$ cat config.mk
export PLATFORM = sky130hd
export DESIGN_NAME = dpe_ingress_arb
export DESIGN_NICKNAME = d
export VERILOG_FILES = /design/src/rtl/dpe_pkg.sv /design/src/rtl/dpe_rr_pick.sv /design/src/rtl/dpe_ingress_arb.sv
export SDC_FILE = /design/constraint.sdc
export NUM_CORES = 1
export LEC_CHECK = 0
export ABC_CLOCK_PERIOD_IN_PS = 4200
export BUFFER_PORTS_ARGS = -buffer_cell sky130_fd_sc_hd__buf_2
export CORE_AREA = 2 2 176 178
export CTS_BUF_LIST = sky130_fd_sc_hd__clkbuf_16
export CTS_CLUSTER_SIZE = 16
export DETAILED_ROUTE_END_ITERATION = 12
export DIE_AREA = 0 0 178 180
export PLACE_DENSITY_LB_ADDON = 0.3
export SETUP_SLACK_MARGIN = 0.02
export SLEW_MARGIN = 20
export SYNTH_ARGS = -nofsm -noshare
export SYNTH_HDL_FRONTEND = slang
export SYNTH_SLANG_ARGS = --single-unit
$ cat constraint.sdc
create_clock -name clk -period 4.2 [get_ports clk]
set_clock_uncertainty 0.2 [all_clocks]
set_input_delay 0.84 -clock clk [delete_from_list [all_inputs] [get_ports clk]]
set_output_delay 0.84 -clock clk [all_outputs]
set_load 0.05 [all_outputs]
$ cat src/rtl/dpe_pkg.sv
// Shared DPE definitions: port indices, arbiter states and the modulo-wrap helper.
package dpe_pkg;

    localparam int DPE_NUM_PORTS = 5;
    localparam int DPE_ID_W      = $clog2(DPE_NUM_PORTS);

    typedef logic [DPE_ID_W-1:0] port_idx_t;

    typedef enum logic [DPE_ID_W-1:0] {
        PORT_CPU  = 3'd0,
        PORT_ETH1 = 3'd1,
        PORT_ETH2 = 3'd2,
        PORT_ETH3 = 3'd3,
        PORT_ETH4 = 3'd4
    } port_e;

    typedef enum logic {
        ARB_IDLE = 1'b0,
        ARB_XFER = 1'b1
    } arb_state_e;

    // Operands never exceed 2*n-1, so a single compare-and-subtract is a full modulo.
    function automatic int unsigned wrap_idx(input int unsigned sum, input int unsigned n);
        return (sum >= n) ? (sum - n) : sum;
    endfunction

endpackage

$ cat src/rtl/dpe_rr_pick.sv
// Combinational rotate-priority encoder: first requester after ptr, wrapping modulo NUM_PORTS.
module dpe_rr_pick
    import dpe_pkg::*;
#(
    parameter int NUM_PORTS = 5,
    parameter int ID_W      = $clog2(NUM_PORTS)
) (
    input  logic [NUM_PORTS-1:0] req,
    input  logic [ID_W-1:0]      ptr,
    output logic                 any,
    output logic [ID_W-1:0]      idx
);

    logic [ID_W-1:0] cand;

    // Scan farthest-first so the nearest requester after ptr is the last one written.
    always_comb begin
        any  = 1'b0;
        idx  = '0;
        cand = '0;
        for (int k = NUM_PORTS; k >= 1; k--) begin
            cand = ID_W'(wrap_idx(int'(ptr) + k, NUM_PORTS));
            if (req[cand]) begin
                any = 1'b1;
                idx = cand;
            end
        end
    end

endmodule

$ cat src/rtl/dpe_ingress_arb.sv
// Packet-level round-robin merge of the DPE ingress streams into one DPE input stream.
// Optional per-port packet counters (pkt_cnt, stats_clr) are built when DPE_ARB_STATS_EN is defined.
module dpe_ingress_arb
    import dpe_pkg::*;
#(
    parameter int NUM_PORTS = DPE_NUM_PORTS,
    parameter int DATA_W    = 64,
    parameter int KEEP_W    = DATA_W / 8,
    parameter int ID_W      = $clog2(NUM_PORTS)
) (
    input  logic                        clk,
    input  logic                        arst_n,
    input  logic                        pause,
    output logic                        is_idle,
    input  logic [NUM_PORTS*DATA_W-1:0] s_tdata,
    input  logic [NUM_PORTS*KEEP_W-1:0] s_tkeep,
    input  logic [NUM_PORTS-1:0]        s_tvalid,
    input  logic [NUM_PORTS-1:0]        s_tlast,
    output logic [NUM_PORTS-1:0]        s_tready,
    output logic [DATA_W-1:0]           m_tdata,
    output logic [KEEP_W-1:0]           m_tkeep,
    output logic                        m_tvalid,
    output logic                        m_tlast,
    input  logic                        m_tready,
    output logic [ID_W-1:0]             m_tid
`ifdef DPE_ARB_STATS_EN
    ,
    input  logic                        stats_clr,
    output logic [NUM_PORTS*32-1:0]     pkt_cnt
`endif
);

    arb_state_e      state_q, state_d;
    logic [ID_W-1:0] grant_q, grant_d;
    logic [ID_W-1:0] rr_ptr_q, rr_ptr_d;
    logic            pick_any;
    logic [ID_W-1:0] pick_idx;
    logic            eop_hs;

    dpe_rr_pick #(
        .NUM_PORTS (NUM_PORTS),
        .ID_W      (ID_W)
    ) u_pick (
        .req (s_tvalid),
        .ptr (rr_ptr_q),
        .any (pick_any),
        .idx (pick_idx)
    );

    always_ff @(posedge clk or negedge arst_n) begin
        if (!arst_n) begin
            state_q  <= ARB_IDLE;
            grant_q  <= '0;
            rr_ptr_q <= ID_W'(NUM_PORTS - 1);
        end else begin
            state_q  <= state_d;
            grant_q  <= grant_d;
            rr_ptr_q <= rr_ptr_d;
        end
    end

    always_comb begin
        state_d  = state_q;
        grant_d  = grant_q;
        rr_ptr_d = rr_ptr_q;
        m_tdata  = '0;
        m_tkeep  = '0;
        m_tvalid = 1'b0;
        m_tlast  = 1'b0;
        s_tready = '0;
        eop_hs   = 1'b0;
        unique case (state_q)
            ARB_IDLE: begin
                if (!pause && pick_any) begin
                    grant_d = pick_idx;
                    state_d = ARB_XFER;
                end
            end
            ARB_XFER: begin
                m_tdata           = s_tdata[DATA_W*int'(grant_q) +: DATA_W];
                m_tkeep           = s_tkeep[KEEP_W*int'(grant_q) +: KEEP_W];
                m_tvalid          = s_tvalid[grant_q];
                m_tlast           = s_tlast[grant_q];
                s_tready[grant_q] = m_tready;
                eop_hs            = m_tvalid & m_tready & m_tlast;
                // Returning to IDLE forces one bubble between packets.
                if (eop_hs) begin
                    rr_ptr_d = grant_q;
                    state_d  = ARB_IDLE;
                end
            end
            default: state_d = ARB_IDLE;
        endcase
    end

    assign is_idle = (state_q == ARB_IDLE);
    assign m_tid   = grant_q;

`ifdef DPE_ARB_STATS_EN
    for (genvar i = 0; i < NUM_PORTS; i++) begin : g_cnt
        logic [31:0] cnt_q;

        // Clear wins over a same-cycle increment.
        always_ff @(posedge clk or negedge arst_n) begin
            if (!arst_n) begin
                cnt_q <= '0;
            end else if (stats_clr) begin
                cnt_q <= '0;
            end else if (eop_hs && (grant_q == ID_W'(i))) begin
                cnt_q <= cnt_q + 32'd1;
            end
        end

        assign pkt_cnt[i*32 +: 32] = cnt_q;
    end
`endif

endmodule
== After elaboration in Yosys (flattened, before gate mapping) ==
Cells that the tools add are included.

* Add/subtract/negate cells: 10
* Multipliers: 0
* Div/mod/pow operators: 0
* $lt $le $gt $ge: 12
* Eq/ne operators: 0
* Shift operators: 2
* Multiplexer cells: 39
* Bitwise logic cells: 4
* Reduce and logical (&&, ||, !) cells: 5

{| class="wikitable"
|+ Operators with widths
! cell !! number
|-
| $shiftx 320x10->64 || 1
|-
| $mux 64 || 1
|-
| $shiftx 40x7->8 || 1
|-
| $mux 3 || 10
|-
| $lt 3x4->1 const B || 6
|-
| $bmux 1 s3 || 7
|-
| $ge 4x3->1 const B || 5
|-
| $mux 1 || 17
|-
| $sub 3x3->3 const B || 5
|-
| $add 3x2->4 const B || 2
|-
| $add 3x3->4 const B || 2
|-
| $mux 8 || 1
|-
| $and 5x5->5 || 1
|-
| $mux 5 || 1
|-
| $add 3x1->4 const B || 1
|-
| $reduce_and 2->1 || 2
|-
| $demux 1 s3 || 1
|-
| $ge 3x1->1 const B || 1
|-
| $and 1x1->1 || 2
|-
| $logic_and 1x1->1 || 2
|-
| $pmux 1 s2 || 1
|-
| $logic_not 1->1 || 1
|-
| $not 1->1 || 1
|}

* Register bits after elaboration: 7
* Latch bits: 0
* RAM bits: 0
* Bits in read-only memories: 0
* Bits of input ports: 374
* Output and inout bits: 83
* Word-level logic and storage cells: 75
* Memories kept: 0

== Depth between registers and ports, before layout ==
* Word-level depth: 13
* Mapped depth: 14
* Depth with buffers taken out: 12

== Modules after synthesis ==
From an unflattened synthesis, not the netlist that was laid out.

* Cell total of the unflattened synthesis: 631
* Area total of the unflattened synthesis: 4659.5 um^2

{| class="wikitable"
|+ By module, submodules not included
! module !! times used !! cells each !! area each (um^2) !! sequential area each (um^2)
|-
| dpe_ingress_arb || 1 || 473 || 3520.9 || 176.4
|-
| dpe_rr_pick || 1 || 158 || 1138.6 || 0.0
|}

== Least setup slack after synthesis ==
Ideal clock, no wire load.

* Kind: register to output
* Start: register grant_q[0] (netlist: m_tid[0])
* End: output s_tready[4]
* Arrival time: 2902 ps
* Data required time: 3160 ps
* Slack: 258 ps
* Stages on the path, launching flop included: 5
* Buffers on the path: 3
* Path through: dfrtp_1 clkbuf_1 buf_1 buf_1 nor4_1

* Longest elaborated chain between the ends: 6
* Elaborated cells on any way between the ends: 7
* Those cells by class: order compare: 2; mux: 3; bitwise: 1; reduce/logical: 1

{| class="wikitable"
|+ Ends and longest elaborated chain
! element !! line !! source
|-
| start, declared || dpe_ingress_arb.sv:34 || <nowiki>logic [ID_W-1:0] grant_q, grant_d;</nowiki>
|-
| start signal, assigned || dpe_ingress_arb.sv:57 || <nowiki>grant_q <= grant_d;</nowiki>
|-
| $lt 3x4->1 (not written as such) or $ge 3x1->1 (tied branches) || dpe_ingress_arb.sv:84 || <nowiki>s_tready[grant_q] = m_tready;</nowiki>
|-
| $logic_and 1x1->1 (not written as such) || dpe_ingress_arb.sv:84 ||
|-
| $mux 1 (not written as such) || dpe_ingress_arb.sv:84 ||
|-
| $demux 1 s3 (*) || dpe_ingress_arb.sv:84 ||
|-
| $and 5x5->5 (no source line) (*) || n/a ||
|-
| $mux 5 (*) || dpe_ingress_arb.sv:72 || <nowiki>unique case (state_q)</nowiki>
|-
| end, declared || dpe_ingress_arb.sv:19 || <nowiki>output logic [NUM_PORTS-1:0] s_tready,</nowiki>
|}

Mark *: on every way between the ends. The rest lies on a longest branch, timed or not.

== Worst setup path in the final report ==
* Start: register rr_ptr_q[1]
* End: register grant_q[1] (netlist: m_tid[1])

* Longest elaborated chain between the ends: 12
* Elaborated cells on any way between the ends: 42
* Those cells by class: add/sub: 10; order compare: 5; mux: 25; reduce/logical: 2

{| class="wikitable"
|+ Ends and longest elaborated chain
! element !! line !! source
|-
| start, declared || dpe_ingress_arb.sv:35 || <nowiki>logic [ID_W-1:0] rr_ptr_q, rr_ptr_d;</nowiki>
|-
| start signal, assigned || dpe_ingress_arb.sv:54 || <nowiki>rr_ptr_q <= ID_W'(NUM_PORTS - 1);</nowiki>
|-
| start signal, assigned || dpe_ingress_arb.sv:58 || <nowiki>rr_ptr_q <= rr_ptr_d;</nowiki>
|-
| $add 3x3->4 || dpe_rr_pick.sv:22 || <nowiki>cand = ID_W'(wrap_idx(int'(ptr) + k, NUM_PORTS));</nowiki>
|-
| $ge 4x3->1 or $sub 3x3->3 (tied branches) || dpe_pkg.sv:24 || <nowiki>return (sum >= n) ? (sum - n) : sum;</nowiki>
|-
| $mux 3 || dpe_pkg.sv:24 ||
|-
| $bmux 1 s3 || dpe_rr_pick.sv:23 || <nowiki>if (req[cand]) begin</nowiki>
|-
| $mux 1 (not written as such) || dpe_rr_pick.sv:23 ||
|-
| $mux 1 (5 in series) || dpe_rr_pick.sv:23 ||
|-
| $logic_and 1x1->1 || dpe_ingress_arb.sv:74 || <nowiki>if (!pause && pick_any) begin</nowiki>
|-
| $reduce_and 2->1 (no source line) || n/a ||
|}

Parallel ways exist; a longest one is shown, timed or not. The select of a mux whose other input is x is not followed.
A chain may end at the register's enable or synchronous reset.

==> metrics <==
Pleak 3.554 nW; Worst Setup Start Kind register; Post-DRT Antenna Nets 0; mux contribution to synthesized area 20.34%; crit-path cells inv_1 > ha_1 > buf_4 > nand2b_1 > a22oi_1 > o22ai_1 > nand2_1 > nor4_1 > a31o_4 > a21oi_1 > a22o_1; floorplan row count 64; DR vias 6687; gr ovfl total 0; DRT Wirelength 26270 um; largest family of logic cells by synthesized area compound AO/OA/AOI/OAI gates; critical path's slowest cell dfrtp_1; vias in the first global route 6433; CP Max Fanout 14; core area 30190 sq um; Sequential Power Share 3.2%; setup TNS 0 ns; Final Hold Fails 0; R2R Path End m_tid[1]; Hold Path Class in2async; layout cell share with drive strength beyond 1 47.67%; clk_lat worst skew 0.23 ns; Port Buffer Count 456; Peak Freq 277.1 MHz; Synth Area in Simple Gates 19.86%; XOR/XNOR Fraction of Synth Area 0.4200%; CTS Hold Buffers Added 0; Clock power frac 2.5%; NetSw 4.406 mW; RSZ-0062 raised after global routing false; critical path type reg2reg; CTS Root Cell clkbuf_16; Synth Area in Compound Gates 43.62%; internal power 2.112 mW; Num CTS Buffers 3; VDD IR-drop max 0.4889 mV; syn nets 1023; final worst-path setup slack 0.5908 ns; Avg WL per Cell 18.12 um; area grow syn2layout 66.55%; Worst Path Required 4.11 ns; post-placement cell count 1445; CTS tree yes; Synth Register Bits 7; Post-CTS Setup Bufs 0; count of final setup violators 0; pin count of the biggest net entering global routing 67; max_cap viols 0; Post-Syn Area per Cell 6.547 sq um; Reg clk slew, reported paths 0.04 ns; reg2reg setup slack 0.59 ns; htree depth 1; GPL Wtd Cong 0.9421; DR pass1 iterations 4; first-pass GRT wire length 37250 um; number of synthesized flops with an enable pin 0; vias per cell 4.612; Slew headroom 52.66%; overall die width 178 um; cts repair resizes 0; Die ar. 32040 sq um; Comb power frac 94.4%; initial core utilization 13.81%; die height 180 um; dpl ws 0.6349 ns; Synth Cell Area 4170 sq um; run status completed; CP peak stage delay 0.62 ns; Pwr Density 938.5 nW/um^2; First DRT Iteration DRCs 370; Filler cells 3494; Top-Level Pins 457; worst slew pin tran 0.7047 ns; Min Hold Slack 0.2422 ns; switching share of power 67.60%; Syn Inst Count 637; Seq/Total Area, Yosys 4.230%; clock sinks 7; critical path endpoint category register; crit share post-route 85.93%; predominant post-synthesis flop cell dfrtp_1; # nets final 1440; post-synthesis async set-or-reset flop share 100.0%; Slew Limit Fails 0; R2R depth 11; Synth warnings 0; Cell Count, Final, Fillers Out 1450; Critical R2R Launch rr_ptr_q[1]; post-synthesis adder-cell area fraction 3.780%; Yosys cell types 72; post-layout util 23.01%; initial antenna violation count 7; DRC violation count after routing 0; DP HPWL 21480 um; minimum clock period 3.609 ns; clk buf depth 2; CP arrival 3.52 ns; Total Routing Usage GR 14.92%
worst max path at each step:
| stage | slack (ns) | startpoint | endpoint | cells after the start |
|---|---|---|---|---|
| 5_1_grt | 0.29 | rr_ptr_q[1] | m_tid[1] | 11 |
| 4_1_cts | 0.62 | rr_ptr_q[1] | m_tid[1] | 9 |
| 6_report | 0.59 | rr_ptr_q[1] | m_tid[1] | 11 |
| 2_1_floorplan | 0.26 | m_tid[0] | s_tready[4] | 4 |
| 3_3_place_gp | 0.67 | rr_ptr_q[1] | m_tid[1] | 11 |
| 3_5_place_dp | 0.63 | rr_ptr_q[1] | m_tid[1] | 9 |
metrics by stage:
| step | power, mW | area, sq um |
|---|---|---|
| floorplan | 4.830 | 4170 |
| global placement | 6.360 | 6864 |
| detailed placement | 6.354 | 6864 |
| CTS | 6.539 | 6943 |
| global route | 6.974 | 6945 |
| finish | 6.519 | 6945 |
flip-flops by register name, indices dropped and copies added, names as in the netlist:
| register | flops |
|---|---|
| state_q | 1 |
| m_tid | 3 |
| rr_ptr_q | 3 |
power by group through the flow:
stage	clock (mW)	combinational, mW	sequential, mW
3_5_place_dp	0	6.14	0.210
5_1_grt	0.169	6.59	0.218
2_1_floorplan	0	4.66	0.171
6_report	0.160	6.15	0.206
4_1_cts	0.163	6.17	0.209
3_3_place_gp	0	6.15	0.209
metal layers:
metal / up-vias / wire length, um / track usage (%)
met4: 10 / 501 / 3.082
met5: - / 67 / 0
met1: 3046 / 10470 / 18.13
li1: 3236 / - / -
met3: 32 / 2225 / 2.475
met2: 363 / 13010 / 27.24
placed cells by master, fill, tap and decap left out, types with 3 or more instances in the layout:
cell,n
buf_2,456
o21ai_0,14
dfrtp_1,5
a22oi_1,79
ha_1,11
a21oi_1,145
o211ai_1,5
inv_1,14
buf_4,11
o21ai_1,3
and3_1,3
mux2i_1,78
clkbuf_16,3
nand3_1,3
o22a_1,7
nor2b_1,5
nor3_1,8
nand2_1,21
buf_12,4
nor4_1,7
mux2_2,6
a2111oi_0,3
nor2_1,94
nand2b_1,8
logic make-up after synthesis:
group,count (synthesis)
compound gates,285
xor+xnor,2
fa+ha+maj,12
buf+inv,73
flops,7
mux,84
simple gates,174
cell type report:
cell class / count / area (sq um) / area share [%]
diodes: 1 / 2.502 / 0.03603
clock buffers: 3 / 75.07 / 1.081
clock inverters: 1 / 3.754 / 0.05404
repair buffers: 471 / 2445 / 35.20
inverters: 14 / 52.55 / 0.7566
flip-flops and latches: 7 / 180.2 / 2.594
multi-input cells: 557 / 3691 / 53.14
well taps: 396 / 495.5 / 7.134
synth_stat cells, types with 2 or more instances:
cell	instances	area [sq um]
nand3_1	3	15.01
a21oi_1	145	725.7
nor4_1	7	43.79
a211oi_1	2	15.01
xnor2_1	2	17.52
buf_2	12	60.06
a2111oi_0	3	26.28
o22a_1	7	61.31
nand2b_1	8	50.05
buf_4	3	22.52
clkbuf_1	33	123.9
a22oi_1	79	593.1
o21bai_1	2	15.01
dfrtp_1	6	150.1
nor3_1	10	50.05
nor2_1	95	356.6
o211ai_1	5	37.54
nand2_1	22	82.58
o311a_1	2	20.02
or2_1	2	12.51
a31oi_1	2	12.51
mux2_2	6	67.56
o21ai_0	14	70.07
o21ai_1	3	15.01
nor2b_1	5	31.28
buf_6	3	33.78
o21a_1	2	15.01
and3_1	3	18.77
inv_1	14	52.55
mux2i_1	78	780.8
ha_1	11	137.6
buf_1	8	30.03
critical path, delay by kind of cell (launching register included):
family | cells | cell delay, ns
simple gates | 3 | 0.72
compound gates | 5 | 0.89
flops | 1 | 0.62
fa+ha+maj | 1 | 0.57
buf+inv | 2 | 0.48
Power figures use the tool's default switching activity.
